[src/rtl/freq_meas_pkg.sv]
// Shared types and constants for the equal-precision frequency counter sequencer.
package freq_meas_pkg;

  typedef enum logic [2:0] {
    IDLE     = 3'd0,
    ARM      = 3'd1,
    WAIT_END = 3'd2,
    CALC     = 3'd3,
    HOLD     = 3'd4
  } state_t;

  localparam int unsigned DIV_W      = 64;
  localparam int unsigned DIV_ITER   = 64;
  localparam int unsigned DIV_LAT    = 66;
  localparam int unsigned CLK_FS_DEF = 100_000_000;

endpackage

[src/rtl/freq_div_seq.sv]
// 64/64 restoring shift-subtract divider; one quotient bit per cycle, div_done pulses with the result.
module freq_div_seq
  import freq_meas_pkg::*;
(
  input  logic             sys_clk,
  input  logic             rst_n,
  input  logic             div_start,
  input  logic [DIV_W-1:0] dividend,
  input  logic [DIV_W-1:0] divisor,
  output logic             div_done,
  output logic [DIV_W-1:0] quotient
);

  localparam int unsigned ITER_W = $clog2(DIV_ITER + 1);

  logic [DIV_W-1:0]  rem;
  logic [DIV_W-1:0]  dvs;
  logic [ITER_W-1:0] iter;
  logic [DIV_W:0]    part_c;
  logic [DIV_W:0]    trial_c;
  logic              qbit_c;

  // Shift the next dividend bit into the remainder and try subtracting the divisor.
  always_comb begin
    part_c  = {rem, quotient[DIV_W-1]};
    trial_c = part_c - {1'b0, dvs};
    qbit_c  = ~trial_c[DIV_W];
  end

  always_ff @(posedge sys_clk or negedge rst_n) begin
    if (!rst_n) begin
      rem      <= '0;
      dvs      <= '0;
      quotient <= '0;
      iter     <= '0;
      div_done <= 1'b0;
    end else begin
      div_done <= 1'b0;
      if (div_start) begin
        rem      <= '0;
        dvs      <= divisor;
        quotient <= dividend;
        iter     <= ITER_W'(DIV_ITER);
      end else if (iter != '0) begin
        rem      <= qbit_c ? trial_c[DIV_W-1:0] : part_c[DIV_W-1:0];
        quotient <= {quotient[DIV_W-2:0], qbit_c};
        iter     <= iter - ITER_W'(1);
        div_done <= (iter == ITER_W'(1));
      end
    end
  end

endmodule

[src/rtl/freq_meas_ctrl.sv]
// Measurement sequencer: arms the counter core, captures counts, divides, and hands off the frequency.
module freq_meas_ctrl
  import freq_meas_pkg::*;
#(
  parameter int unsigned CLK_FS      = CLK_FS_DEF,
  parameter int unsigned TIMEOUT_CYC = 200_000_000,
  parameter int unsigned CNT_W       = 32
) (
  input  logic             sys_clk,
  input  logic             rst_n,
  input  logic             start,
  input  logic             continuous,
  input  logic             abort,
  output logic             meas_en,
  input  logic             meas_end_flag,
  input  logic [CNT_W-1:0] fs_cnt,
  input  logic [CNT_W-1:0] fx_cnt,
  output logic [CNT_W-1:0] freq_out,
  output logic             freq_valid,
  input  logic             freq_ready,
  output logic             busy,
  output logic             err_timeout,
  output logic             err_div
);

  localparam int unsigned TMO_W = 32;

  state_t           state;
  state_t           state_d;
  logic [TMO_W-1:0] tmo_cnt;
  logic [CNT_W-1:0] fs_cap;
  logic [CNT_W-1:0] fx_cap;
  logic             div_go;
  logic             zero_done;
  logic             div_done;
  logic [DIV_W-1:0] quotient;
  logic [DIV_W-1:0] dividend_c;
  logic [DIV_W-1:0] divisor_c;
  logic             flag_c;
  logic             tmo_c;
  logic             calc_done_c;
  logic             hs_c;
  logic             start_ok_c;
  logic             ovf_c;

  assign dividend_c  = DIV_W'(CLK_FS) * DIV_W'(fx_cap);
  assign divisor_c   = DIV_W'(fs_cap);
  assign flag_c      = (state == WAIT_END) && meas_end_flag;
  assign tmo_c       = (state == WAIT_END) && !meas_end_flag &&
                       (tmo_cnt == TMO_W'(TIMEOUT_CYC - 1));
  // A done seen during the load cycle belongs to a discarded divide.
  assign calc_done_c = (state == CALC) && !div_go && (zero_done || div_done);
  assign hs_c        = (state == HOLD) && freq_valid && freq_ready;
  assign start_ok_c  = (state == IDLE) && start && !abort;
  assign ovf_c       = |quotient[DIV_W-1:CNT_W];

  freq_div_seq u_div (
    .sys_clk   (sys_clk),
    .rst_n     (rst_n),
    .div_start (div_go),
    .dividend  (dividend_c),
    .divisor   (divisor_c),
    .div_done  (div_done),
    .quotient  (quotient)
  );

  always_ff @(posedge sys_clk or negedge rst_n) begin
    if (!rst_n) state <= IDLE;
    else        state <= state_d;
  end

  always_comb begin
    state_d = state;
    case (state)
      IDLE:     if (start) state_d = ARM;
      ARM:      state_d = WAIT_END;
      WAIT_END: begin
        if (meas_end_flag) state_d = CALC;
        else if (tmo_c)    state_d = IDLE;
      end
      CALC:     if (calc_done_c) state_d = HOLD;
      HOLD:     if (hs_c) state_d = continuous ? ARM : IDLE;
      default:  state_d = IDLE;
    endcase
    if (abort) state_d = IDLE;
  end

  // Datapath, status flags and registered outputs.
  always_ff @(posedge sys_clk or negedge rst_n) begin
    if (!rst_n) begin
      meas_en     <= 1'b0;
      busy        <= 1'b0;
      tmo_cnt     <= '0;
      fs_cap      <= '0;
      fx_cap      <= '0;
      div_go      <= 1'b0;
      zero_done   <= 1'b0;
      freq_out    <= '0;
      freq_valid  <= 1'b0;
      err_timeout <= 1'b0;
      err_div     <= 1'b0;
    end else begin
      meas_en   <= (state_d == ARM) || (state_d == WAIT_END);
      busy      <= (state_d != IDLE);
      div_go    <= flag_c && !abort;
      zero_done <= div_go && (fs_cap == '0) && !abort;

      if (state == ARM)           tmo_cnt <= '0;
      else if (state == WAIT_END) tmo_cnt <= tmo_cnt + TMO_W'(1);

      if (flag_c) begin
        fs_cap <= fs_cnt;
        fx_cap <= fx_cnt;
      end

      if (start_ok_c) begin
        err_timeout <= 1'b0;
        err_div     <= 1'b0;
      end else if (!abort) begin
        if (tmo_c) err_timeout <= 1'b1;
        if (calc_done_c && (zero_done || ovf_c)) err_div <= 1'b1;
      end

      if (calc_done_c && !abort) begin
        freq_out <= (zero_done || ovf_c) ? '1 : quotient[CNT_W-1:0];
      end

      if (abort)            freq_valid <= 1'b0;
      else if (calc_done_c) freq_valid <= 1'b1;
      else if (hs_c)        freq_valid <= 1'b0;
    end
  end

endmodule
[config.mk]
export PLATFORM = sky130hd
export DESIGN_NAME = freq_meas_ctrl
export DESIGN_NICKNAME = d
export VERILOG_FILES = /design/src/rtl/freq_meas_pkg.sv /design/src/rtl/freq_div_seq.sv /design/src/rtl/freq_meas_ctrl.sv
export SDC_FILE = /design/constraint.sdc
export NUM_CORES = 1
export LEC_CHECK = 0
export BUFFER_PORTS_ARGS = -buffer_cell sky130_fd_sc_hd__buf_4
export CAP_MARGIN = 30
export CORE_UTILIZATION = 60
export DETAILED_ROUTE_END_ITERATION = 16
export GPL_TIMING_DRIVEN = 1
export PLACE_DENSITY = 0.86
export SYNTH_ARGS = -nofsm -noshare
export SYNTH_HDL_FRONTEND = slang
export SYNTH_SLANG_ARGS = --single-unit
export TNS_END_PERCENT = 30
[constraint.sdc]
create_clock -name sys_clk -period 10 [get_ports sys_clk]
set_input_delay 2 -clock sys_clk [delete_from_list [all_inputs] [get_ports sys_clk]]
set_output_delay 2 -clock sys_clk [all_outputs]
set_load 0.01 [all_outputs]
==> results.cfg, run 1 <==
[placement]
pre_cts_slack_ns = 2.74
port_buffers = 107
dp_cells = 3503
finalWeightedCongestion = 0.942
hpwl_um = 48600

[critical_path]
r2r_cells = 20
cp-endpoint = u_div.quotient[55]$_DFFE_PN0P_
critical_path.max_fanout = 9
r2r_start = fx_cap[7]$_DFFE_PN0P_
cp.arrival_ns = 7.86
critPathKind = flop to flop
r2r_end = u_div.quotient[55]$_DFFE_PN0P_
worstSetupStartpoint = fx_cap[7]$_DFFE_PN0P_
start_kind = flop
regToRegSetupSlack_ns = 2.54
worstSetupEndpointType = flop
cp_data_required_time_ns = 10.41

[grt]
grt_max_degree = 140
grt_pass1_vias = 21512
grt_pass1_wl_um = 107000
antenna_found_initial = 0
grt_overflow = 0
grt_util_all_layers = 0.283

[route]
via_count = 20929
drt.antenna.violating_nets = 0
drt_iter0_drc = 1641
drc = 0
drt-vias-per-instance = 5.86
wl_per_cell_um = 17.8
drt-pass1-iter-count = 5
routed_wl_um = 63600

[final_layout]
instances_no_fill = 3569
post-route-util = 0.671
layout-drive-gt1-share = 0.0850
fillers = 3386
finalNetCount = 3551
num_antenna_cells = 0
area_growth_pct = 9.25
final_common_cell = inv_1
multi_input_area_um2 = 17600
mostFrequentLayoutCells = inv_1, dfrtp_1, fa_1
seqCellArea_um2 = 7660

[clock_network]
clock_latency_ns = 0.58
clkSinkCount = 306
cts_setup_buffers = 0
clock_path_buffers = 3
post_cts_resized = 0
htreeDepth = 2
cts_tree = done
clkTransAtPathRegs_ns = 0.07
cts_made_buffers = 37
ctsHoldBuffers = 0
cts_root_buf = clkbuf_16

[floorplan]
die-area_um2 = 46500
rows = 77
pin_count = 108
initial_core_util = 0.614
dieHeight_um = 216
die-width_um = 216
core_um2 = 44600

[logic_synthesis]
async_flop_share = 1.00
synth_seq_area_share = 0.280
synth_cells = 2907
synth_warnings = 0
syn_area_um2 = 27400
syn_nets = 3508
synth_edf_count = 0
ys.flop_type = dfrtp_1
postSynthAreaPerCell_um2 = 9.42
ys_ff_latch = 306
synthDistinctLibCells = 69

[sta]
setup_slack_ns = 2.54
finalMaxSlewViolations = 0
tightestPinTransition_ns = 1.07
finClkSkew_ns = 0.0247
final.setup.tns_ns = 0
setup_viol = 0
fin_crit_sh = 0.746
fmax_mhz = 134
fin_crit_ns = 7.46
finalHoldViolCount = 0
rsz0062_at_grt = false
relSlewSlack = 0.288

[run_status]
outcome = completed

[hold_path]
hold_path_class = flop to flop

[job]
cap_violations = 0
==> metal layers <==
metal  vias to the layer above  wire (um)  GRT usage
met5                         -          0          0
met4                         0       1770     0.0861
met2                       605      31200      0.469
met1                     10422      27500      0.390
met3                       138       3170     0.0364
li1                       9764          -          -
==> synth_stat cells, types with 30 or more instances <==
library cell | count | area, um^2
inv_1 | 439 | 1650
dfrtp_1 | 306 | 7660
fa_1 | 267 | 5350
nand2_1 | 265 | 995
ha_1 | 263 | 3290
nor2_1 | 211 | 792
a21oi_1 | 166 | 831
o21ai_0 | 158 | 791
clkbuf_1 | 101 | 379
xor2_1 | 81 | 709
a21o_1 | 77 | 578
xnor2_1 | 62 | 543
a211oi_1 | 46 | 345
mux2i_1 | 42 | 420
nand3_1 | 40 | 200
mux2_2 | 39 | 439
nor4_1 | 36 | 225
a311oi_1 | 30 | 263
==> cell families (layout without fill, tap and decap cells) <==
| group | after synthesis | count (layout) | synth area share |
|---|---|---|---|
| multiplexers | 81 | 81 | 0.0314 |
| adder cells (fa/ha/maj) | 530 | 530 | 0.315 |
| XOR/XNOR | 143 | 143 | 0.0457 |
| flip-flops | 306 | 306 | 0.280 |
| AND/OR/NAND/NOR | 725 | 725 | 0.123 |
| buffers and inverters | 558 | 628 | 0.0767 |
| AO/OA/AOI/OAI | 564 | 564 | 0.128 |
==> area by class of cell <==
| class | instances | area share |
|---|---|---|
| Multi-Input combinational cell | 2043 | 0.590 |
| Inverter | 439 | 0.0551 |
| Clock buffer | 44 | 0.0335 |
| Sequential cell | 306 | 0.256 |
| Tap cell | 592 | 0.0248 |
| Timing Repair Buffer | 123 | 0.0315 |
| Clock inverter | 22 | 0.00941 |
==> metrics by stage <==
stage / hold slack (ns) / instance area, um^2
after floorplan: 0.426 / 27400
after global placement: 0.482 / 28600
after detailed placement: 0.499 / 28600
after CTS: 0.513 / 29900
after global routing: 0.528 / 29900
final: 0.507 / 29900
==> state kept, by name, summed over array words and instances (netlist names) <==
| signal | flops |
|---|---|
| freq_valid | 1 |
| u_div.quotient | 64 |
| meas_en | 1 |
| err_timeout | 1 |
| fs_cap | 32 |
| zero_done | 1 |
| fx_cap | 32 |
| u_div.dvs | 32 |
| state | 3 |
| u_div.div_done | 1 |
| tmo_cnt | 32 |
| err_div | 1 |
| u_div.rem | 64 |
| div_go | 1 |
| freq_out | 32 |
| busy | 1 |
| u_div.iter | 7 |
==> worst max-delay path, stage by stage (launching register included) <==
cell and delay (ns):
dfrtp_1 0.61, inv_1 0.23, fa_1 0.50, fa_1 0.50, inv_1 0.06, fa_1 0.51, fa_1 0.52, fa_1 0.59
inv_1 0.07, fa_1 0.53, inv_1 0.04, ha_1 0.36, a21o_1 0.20, a31oi_1 0.25, or3b_2 0.47, o21ai_0 0.60
o311ai_0 0.22, o21ai_0 0.56, nor3_1 0.10, nor4_1 0.23, o32ai_1 0.12
==> worst min path at each step <==
stage | start | endpoint | slack [ns] | cells past startpoint
6_report | fs_cap[10]$_DFFE_PN0P_ | u_div.dvs[10]$_DFFE_PN0P_ | 0.51 | 2
3_3_place_gp | fs_cap[10]$_DFFE_PN0P_ | u_div.dvs[10]$_DFFE_PN0P_ | 0.48 | 2
2_1_floorplan | fs_cap[12]$_DFFE_PN0P_ | zero_done$_DFF_PN0_ | 0.43 | 1
4_1_cts | fs_cap[10]$_DFFE_PN0P_ | u_div.dvs[10]$_DFFE_PN0P_ | 0.51 | 2
3_5_place_dp | fs_cap[10]$_DFFE_PN0P_ | u_div.dvs[10]$_DFFE_PN0P_ | 0.50 | 2
5_1_grt | fs_cap[10]$_DFFE_PN0P_ | u_div.dvs[10]$_DFFE_PN0P_ | 0.53 | 2
Power of run 1 is not shown: default switching activity piles up to over one toggle a cycle in this logic, so the estimate is an artifact.
==> inputs of run 2 (changes only) <==
--- a/config.mk
+++ b/config.mk
@@ -5,6 +5,7 @@
 export SDC_FILE = /design/constraint.sdc
 export NUM_CORES = 1
 export LEC_CHECK = 0
+export ABC_AREA = 1
 export BUFFER_PORTS_ARGS = -buffer_cell sky130_fd_sc_hd__buf_4
 export CAP_MARGIN = 30
 export CORE_UTILIZATION = 60
==> constraint.sdc (replaced) <==
create_clock -name sys_clk -period 7.6 [get_ports sys_clk]
set_input_delay 1.52 -clock sys_clk [delete_from_list [all_inputs] [get_ports sys_clk]]
set_output_delay 1.52 -clock sys_clk [all_outputs]
set_load 0.01 [all_outputs]
==> results.cfg, run 2 <==
[run_status]
outcome = completed

[logic_synthesis]
yosysMostFrequentCell = nand2_1
syn_area_um2 = 29800
synth_edf_count = 0
synthAdderAreaFrac = 0.290
synth_warnings = 0
yosysTopAreaCellShare = 0.257
synthDistinctLibCells = 55
synth_common_cells = nand2_1, inv_1, dfrtp_1
synthMuxAreaShare = 0.0140
syn_nets = 4418
yosysTopAreaCell = dfrtp_1
ys.flop_type = dfrtp_1
ys_ff_latch = 306
synthXorXnorAreaFrac = 0.0191
synth_cells = 3817
synth_compound_area_frac = 0.0900
synthSimpleGateAreaFrac = 0.214
async_flop_share = 1.00
synth_top_family_by_area = adder cells
synth_seq_area_share = 0.257
postSynthAreaPerCell_um2 = 7.80
ys_top_cells_by_area = dfrtp_1, fa_1, nand2_1, ha_1, inv_1

[floorplan]
dieHeight_um = 225
pin_count = 108
rows = 81
initial_core_util = 0.608
core_um2 = 49000
die-width_um = 225
die-area_um2 = 50500

[placement]
finalWeightedCongestion = 1.04
hpwl_um = 65700
port_buffers = 107

[route]
wl_per_cell_um = 18.0
drt-vias-per-instance = 5.53
drt.antenna.violating_nets = 0
top_layer_used = met4
drt-pass1-iter-count = 6
via_count = 25381
wl_met3_um = 7560
dr_wl_met2_um = 36100
drc = 0
met1_length_um = 37400
drt_iter0_drc = 2372
routed_wl_um = 82800

[final_layout]
final_common_cell = nand2_1
finalNetCount = 4498
num_antenna_cells = 0
post-route-util = 0.662
layout-drive-gt1-share = 0.0683
fillers = 4190
mostFrequentLayoutCells = nand2_1, inv_1, dfrtp_1
top_regs = u_div.quotient: 64 flops, u_div.rem: 64 flops
area_growth_pct = 8.85

[clock_network]
post_cts_resized = 0
cts_tree = done
cts_setup_buffers = 0
clock_path_buffers = 3
clock_latency_ns = 0.56
clkSinkCount = 306
clkTransAtPathRegs_ns = 0.06
cts_root_buf = clkbuf_16
htreeDepth = 2
ctsHoldBuffers = 0
cts_made_buffers = 36

[sta]
fin_crit_sh = 0.818
finClkSkew_ns = 0.0177
tightestPinTransition_ns = 1.01
rsz0062_at_grt = false
fin_crit_ns = 6.22
finalMaxSlewViolations = 0
finalHoldViolCount = 0
setup_viol = 0
relSlewSlack = 0.329
fmax_mhz = 161
final.setup.tns_ns = 0

[critical_path]
critPathKind = flop to flop
cp_data_required_time_ns = 8.00
start_kind = flop
critical_path.max_fanout = 8
worstSetupEndpointType = flop
cp.arrival_ns = 6.62

[grt]
antenna_found_initial = 0
grt_util_all_layers = 0.338
grt_pass1_wl_um = 133000
grt_overflow = 0
grt_pass1_vias = 25218
grt_max_degree = 178

[job]
cap_violations = 0

[hold_path]
hold_path_class = flop to flop
-- run 2: metal layers --
metal,up-vias,global-route usage
met4,0,0.0838
met2,972,0.517
li1,12061,-
met3,131,0.0789
met5,-,0
met1,12217,0.484
-- run 2: final timing paths --
kind	from	endpoint	slack, ns	depth (start not counted)
max	fx_cap[6]$_DFFE_PN0P_	u_div.quotient[38]$_DFFE_PN0P_	1.38	18
min	u_div.iter[5]$_DFFE_PN0P_	u_div.iter[5]$_DFFE_PN0P_	0.46	1
max reg2reg	fx_cap[6]$_DFFE_PN0P_	u_div.quotient[38]$_DFFE_PN0P_	1.38	18
min reg2reg	u_div.iter[5]$_DFFE_PN0P_	u_div.iter[5]$_DFFE_PN0P_	0.46	1
max in group asynchronous	rst_n	u_div.rem[63]$_DFFE_PN0P_	5.33	2
min in group asynchronous	rst_n	freq_out[15]$_DFFE_PN0P_	0.90	1
-- run 2: cells by family after synthesis --
kind of cell | Yosys count
compound gates | 443
xor+xnor | 65
fa+ha+maj | 530
buf+inv | 896
flops | 306
mux | 37
simple gates | 1540
-- run 2: layout make-up --
cell class | count | area, um^2 | share of cell area
clock buffers | 43 | 977 | 0.0301
clock inverters | 22 | 228 | 0.00702
inverters | 820 | 3080 | 0.0950
multi-input cells | 2615 | 18700 | 0.577
flip-flops and latches | 306 | 7660 | 0.236
well taps | 664 | 831 | 0.0256
repair buffers | 118 | 938 | 0.0289
-- run 2: per-stage QoR --
stage	cell area (um^2)	instances	hold WS [ns]	setup WS (ns)
after global placement	31200	4521	0.460	1.49
final	32400	4588	0.465	1.38
after floorplan	29800	3817	0.434	2.37
after global routing	32400	4588	0.480	1.11
after CTS	32400	4586	0.467	1.46
after detailed placement	31200	4521	0.460	1.48
-- run 2: critical path: stages, from the launching register on --
cell      delay [ns]
dfrtp_1         0.58
inv_1           0.22
fa_1            0.54
fa_1            0.51
inv_1           0.06
fa_1            0.51
fa_1            0.53
fa_1            0.56
inv_1           0.06
fa_1            0.52
inv_1           0.04
ha_1            0.35
a21oi_1         0.22
o21ai_0         0.16
o21bai_1        0.23
a21oi_1         0.14
nand2_1         0.18
o21ai_0         0.51
nand3_1         0.14
Power of run 2 is left out for the same reason.
